## src/rtl/sa_input_skew_feeder_if.sv

```systemverilog
// sa_input_skew_feeder_if: tile row handshake plus skewed feature streams toward the array
interface sa_input_skew_feeder_if #(parameter int DATA_WIDTH = 16);
  logic [4*DATA_WIDTH-1:0] in_data;
  logic in_valid;
  logic in_ready;
  logic [DATA_WIDTH-1:0] fd0;
  logic [DATA_WIDTH-1:0] fd4;
  logic [DATA_WIDTH-1:0] fd8;
  logic [DATA_WIDTH-1:0] fd12;
  logic result_ld;
  logic busy;
  modport master (output in_data, in_valid, input in_ready, fd0, fd4, fd8, fd12, result_ld, busy);
  modport slave (input in_data, in_valid, output in_ready, fd0, fd4, fd8, fd12, result_ld, busy);
endinterface

```

## src/rtl/sa_input_skew_feeder.sv

```systemverilog
// sa_input_skew_feeder: buffers a 4x4 tile and feeds it diagonally skewed into a systolic array
module sa_input_skew_feeder #(
  parameter int DATA_WIDTH = 16,
  parameter int DRAIN_CYCLES = 4
) (
  input logic clk,
  input logic rst,
  sa_input_skew_feeder_if.slave s
);
  typedef enum logic [1:0] {LOAD, STREAM, DRAIN, DONE} state_t;
  localparam logic [3:0] DRAIN_LAST = 4'(DRAIN_CYCLES - 1);
  state_t state, state_nx;
  logic [1:0] lc, lc_nx;
  logic [3:0] st, st_nx;
  logic [4*DATA_WIDTH-1:0] tile_buf [4];
  logic [DATA_WIDTH-1:0] fd [4];
  logic [DATA_WIDTH-1:0] fd_nx [4];
  logic accept;
  assign accept = state == LOAD && s.in_valid;
  // state and counter registers; an asynchronous reset aborts any tile in flight
  always_ff @(posedge clk or negedge rst)
    if (!rst) begin
      state <= LOAD;
      lc <= 2'd0;
      st <= 4'd0;
    end else begin
      state <= state_nx;
      lc <= lc_nx;
      st <= st_nx;
    end
  // sequencing: four accepts, seven skew steps, drain, one result-load cycle
  always_comb begin
    state_nx = state;
    lc_nx = lc;
    st_nx = st;
    case (state)
      LOAD: if (s.in_valid) begin
        lc_nx = lc + 2'd1;
        state_nx = lc == 2'd3 ? STREAM : LOAD;
        st_nx = 4'd0;
      end
      STREAM: begin
        state_nx = st == 4'd6 ? DRAIN : STREAM;
        st_nx = st == 4'd6 ? 4'd0 : st + 4'd1;
      end
      DRAIN: begin
        state_nx = st == DRAIN_LAST ? DONE : DRAIN;
        st_nx = st == DRAIN_LAST ? 4'd0 : st + 4'd1;
      end
      default: begin
        state_nx = LOAD;
        st_nx = 4'd0;
      end
    endcase
  end
  // tile buffer written only while loading, so it stays frozen through the stream
  always_ff @(posedge clk or negedge rst)
    if (!rst) tile_buf <= '{default: '0};
    else if (accept) tile_buf[lc] <= s.in_data;
  // lane i shows row (t - i) at step t; computed from the next step so the value lands with st
  always_comb begin
    for (int i = 0; i < 4; i++)
      fd_nx[i] = state_nx == STREAM && st_nx >= 4'(i) && st_nx - 4'(i) <= 4'd3 ?
                 tile_buf[2'(st_nx - 4'(i))][i*DATA_WIDTH +: DATA_WIDTH] : '0;
  end
  // registered feature outputs; step 0 never needs the row being written on the last accept
  always_ff @(posedge clk or negedge rst)
    if (!rst) fd <= '{default: '0};
    else fd <= fd_nx;
  assign s.fd0 = fd[0];
  assign s.fd4 = fd[1];
  assign s.fd8 = fd[2];
  assign s.fd12 = fd[3];
  assign s.in_ready = state == LOAD;
  assign s.busy = state != LOAD;
  assign s.result_ld = state == DONE;
endmodule
```

## src/flat_wrapper.sv

```systemverilog
// flat-port wrapper written by rule: the top's interface ports become plain ports
module sa_input_skew_feeder_flat 
#(
  parameter int DATA_WIDTH = 16,
  parameter int DRAIN_CYCLES = 4
)
  (clk, rst, s_in_data, s_in_valid, s_in_ready, s_fd0, s_fd4, s_fd8, s_fd12, s_result_ld, s_busy);
  sa_input_skew_feeder_if #(.DATA_WIDTH(DATA_WIDTH)) s_i ();
  input logic clk;
  input logic rst;
  input wire logic [$bits(s_i.in_data)-1:0] s_in_data;
  input wire logic [$bits(s_i.in_valid)-1:0] s_in_valid;
  output wire logic [$bits(s_i.in_ready)-1:0] s_in_ready;
  output wire logic [$bits(s_i.fd0)-1:0] s_fd0;
  output wire logic [$bits(s_i.fd4)-1:0] s_fd4;
  output wire logic [$bits(s_i.fd8)-1:0] s_fd8;
  output wire logic [$bits(s_i.fd12)-1:0] s_fd12;
  output wire logic [$bits(s_i.result_ld)-1:0] s_result_ld;
  output wire logic [$bits(s_i.busy)-1:0] s_busy;
  assign s_i.in_data = s_in_data;
  assign s_i.in_valid = s_in_valid;
  assign s_in_ready = s_i.in_ready;
  assign s_fd0 = s_i.fd0;
  assign s_fd4 = s_i.fd4;
  assign s_fd8 = s_i.fd8;
  assign s_fd12 = s_i.fd12;
  assign s_result_ld = s_i.result_ld;
  assign s_busy = s_i.busy;
  sa_input_skew_feeder #(.DATA_WIDTH(DATA_WIDTH), .DRAIN_CYCLES(DRAIN_CYCLES)) u_core (.clk(clk), .rst(rst), .s(s_i));
endmodule
```

## config.mk

```make
export PLATFORM = sky130hd
export DESIGN_NAME = sa_input_skew_feeder_flat
export DESIGN_NICKNAME = d
export VERILOG_FILES = /design/src/rtl/sa_input_skew_feeder_if.sv /design/src/rtl/sa_input_skew_feeder.sv /design/src/flat_wrapper.sv
export SDC_FILE = /design/constraint.sdc
export NUM_CORES = 1
export LEC_CHECK = 0
export ABC_AREA = 1
export CORE_MARGIN = 5
export CORE_UTILIZATION = 50
export DETAILED_ROUTE_END_ITERATION = 8
export GPL_ROUTABILITY_DRIVEN = 0
export GPL_TIMING_DRIVEN = 0
export HOLD_SLACK_MARGIN = 0.1
export PLACE_DENSITY_LB_ADDON = 0.3
export RECOVER_POWER = 25
export SYNTH_ARGS = -nofsm -noshare
export SYNTH_HDL_FRONTEND = slang
export SYNTH_SLANG_ARGS = --single-unit
export TNS_END_PERCENT = 20
```

## constraint.sdc

```tcl
create_clock -name clk -period 7.11 [get_ports clk]
set_clock_uncertainty 0.2 [all_clocks]
set_input_delay 2.133 -clock clk [delete_from_list [all_inputs] [get_ports clk]]
set_output_delay 2.133 -clock clk [all_outputs]
set_load 0.03 [all_outputs]
```

==> results.md <==
* Fin. max-slew vios at 241
* Arr. time, crit path at 5.38 ns
* Clk buf depth at 3
* Tmin final at 5.14 ns
* Failing checks: capacitance limit, slew limit
* Worst-margin pin slew at approximately 3.1 ns
* # rows at 62
* Fmax achieved at a little under 200 MHz
* Share of cells above drive strength 1 at roughly 5.6%
* Antenna Nets Post-Route at 0
* Syn Inst Count at 1806
* Starting density of the core at between 50% and 60%
* Die height at approximately 180 um
* Syn_area_per_cell at 8.14 sq um
* Port Buffer Count at 133
* Most numerous cell in the Yosys netlist: nand2_1
* CTS resizes at 0
* Grt ovf at 0
* CTS Root Cell: clkbuf_16
* Area Overhead vs Synth at 20.8%
* Synth Cell Area at 14700 sq um
* Run status: finished with violations
* Worst Path Max Fanout at 11
* Top FF cell, synth: dfrtp_1
* Worst path slowest cell: clkbuf_1
* Worst skew pair latency at about 0.52 ns
* First DRT Iteration DRCs at around 1100
* Remaining DRCs at 0
* Worst rel slew slack at -104%
* Synth async-reset ratio at 100%
* Count of final setup violators at 0
* RSZ-0062 raised after global routing: no
* EDFF count, synth at 0
* Vias per cell at 5.30
* Met2 Wirelength at between 15000 and 20000 um
* Fillers at roughly 2500
* Post-synth top area share at 55.8%
* Maxcap violations at 2
* Chip Width at 181 um
* Setup CP Type: in2reg
* Largest net degree at the start of global routing at between 100 and 150
* Warning count from the yosys run at 0
* Endpoint class of the critical path: flip-flop
* Crit-path cells: clkdlybuf4s50_1 > inv_1 > nand3_2 > nand3_2 > buf_4 > buf_2 > ha_1 > clkbuf_1 > inv_1 > clkbuf_1 > nand2_1 > o21ai_1 > inv_1 > nor2_1
* Leading area contributor after synthesis: dfrtp_1
* DP Cell Count at 2326
* Drt total wl at 40000 um
* Synth top area cells: dfrtp_1 56%, nand2_1 11%, o21ai_0 8.9%
* CP peak stage delay at 0.47 ns
* Hold Vio Cnt, Final at 0
* Yosys cell types at 24
* Hold WS at about 0.28 ns
* CP required at 7.35 ns
* Syn nets at roughly 1900
* Core area at 28900 sq um
* Met1 Wirelength at 17000 um
* TritonCTS Buffers at 36
* Commonest cells post-synth: 445 x nand2_1, 328 x dfrtp_1, 290 x inv_1
* Final period utilization at roughly 72%
* Detailed-route via count at 12700
* Max layer used: met4
* First-pass GRT wire length at roughly 65000 um
* Area after DPL at around 17000 sq um
* CTS tree: yes
* Level count of the clock H-tree at 2
* Fin nets at between 2000 and 2500
* Initial antenna violation count at 0
* Total power at 9.33 mW
* HPWL Detailed at 26700 um
* Clock sink count at 328
* Synth Register Bits at 328
* Post-CTS setup buffer count at 0
* Register area share after synthesis at a little under three fifths
* Power per Cell Area at approximately 530 nW/um^2
* Pre-antenna DRT Iters at 6
* Die ar. at about 33000 sq um
* Post-route cell area at 17800 sq um
* CP Launch Type: input pin
* Diode count at 0
* Reg clk slew, reported paths at 0.06 ns
* Maximum vdd drop at around 290 uV
* Most Frequent Cell on Critical Path: inv_1
* Gr usage total at 24.1%
* Hold WC Path Type: reg2reg
* Hold buffer count at CTS at 0
* WL/cell at 16.7 um
* Final non-filler cell total at 2391
* WL met3 at 3020 um
* Vias in the first global route at 12300
* Leakage at 8.94 nW
* Number of placed I/O pins at roughly 130
metal layers:
layer / track usage (%) / vias up
met3: 3.66 / 71
met1: 33.8 / 6092
li1: - / 5968
met5: 0 / -
met2: 39.2 / 547
met4: 7.66 / 0
registers in the layout (all words and copies together), names as in the netlist:
register and count:
u_core.tile_buf 256, u_core.st 4, u_core.s.fd4 16, u_core.s.fd0 16, u_core.s.fd8 16, u_core.state 2
u_core.s.fd12 16, u_core.lc 2
where the power goes:
group | internal [mW] | switching (mW)
clock | 1.16 | 0.735
sequential | 2.64 | 0.389
combinational | 1.48 | 2.93
cell families after synthesis:
group                      count (synthesis)  synth area share [%]
DFF                                      328                  55.8
buffers and inverters                    405                  10.8
adders and majority gates                 12                  1.02
AOI/OAI and AO/OA                        356                  12.4
xor gates and xnor gates                   2                 0.119
and+or+nand+nor                          703                  19.8
cell type report:
class | count | area (sq um) | share of cell area [%]
clock buffers | 59 | 1130 | 6.35
repair buffers | 136 | 1360 | 7.67
multi-input cells | 1073 | 4900 | 27.6
plain buffers | 110 | 479 | 2.70
well taps | 384 | 480 | 2.71
inverters | 295 | 1110 | 6.23
flip-flops and latches | 328 | 8210 | 46.2
clock inverters | 6 | 91.3 | 0.514
through the flow:
step           TNS [ns]  utilization, %  worst slack (ns)
2_1_floorplan         0               -              2.88
6_report              0            61.5              1.97
3_3_place_gp   -3354.64            57.2            -10.26
4_1_cts               0            61.7              2.04
5_1_grt               0            61.5              1.25
3_5_place_dp          0            57.5              1.53
worst max-delay path: cells and delay by family:
kind	cells	cell delay, ns
AO/OA/AOI/OAI	1	0.20
AND/OR/NAND/NOR	4	0.70
adder cells (fa/ha/maj)	1	0.30
buffers and inverters	8	2.05
cell usage in the layout (no fill, tap or decap), types with 12 or more instances in the layout:
master	n
nand2_1	445
dfrtp_1	328
inv_1	290
o21ai_0	260
nor2_1	136
clkdlybuf4s50_1	132
clkbuf_1	86
o21ai_1	63
nand3_1	56
nand4_1	49
clkbuf_16	37
buf_2	23
o211ai_1	16
a21oi_1	16
ha_1	12
clkbuf_8	12
final timing paths:
kind | from | endpoint | slack, ns | cells past startpoint
min in group asynchronous | rst | u_core.tile_buf[139] | 1.35 | 1
hold / removal | u_core.tile_buf[247] | u_core.tile_buf[247] | 0.28 | 2
setup / recovery | s_in_valid | u_core.s.fd4[2] | 1.97 | 14
hold reg to reg | u_core.tile_buf[247] | u_core.tile_buf[247] | 0.28 | 2
setup reg to reg | u_core.st[0] | u_core.s.fd4[2] | 3.24 | 15
max in group asynchronous | rst | u_core.tile_buf[97] | 2.00 | 2
Note: power is estimated with default switching activity, not from simulation.
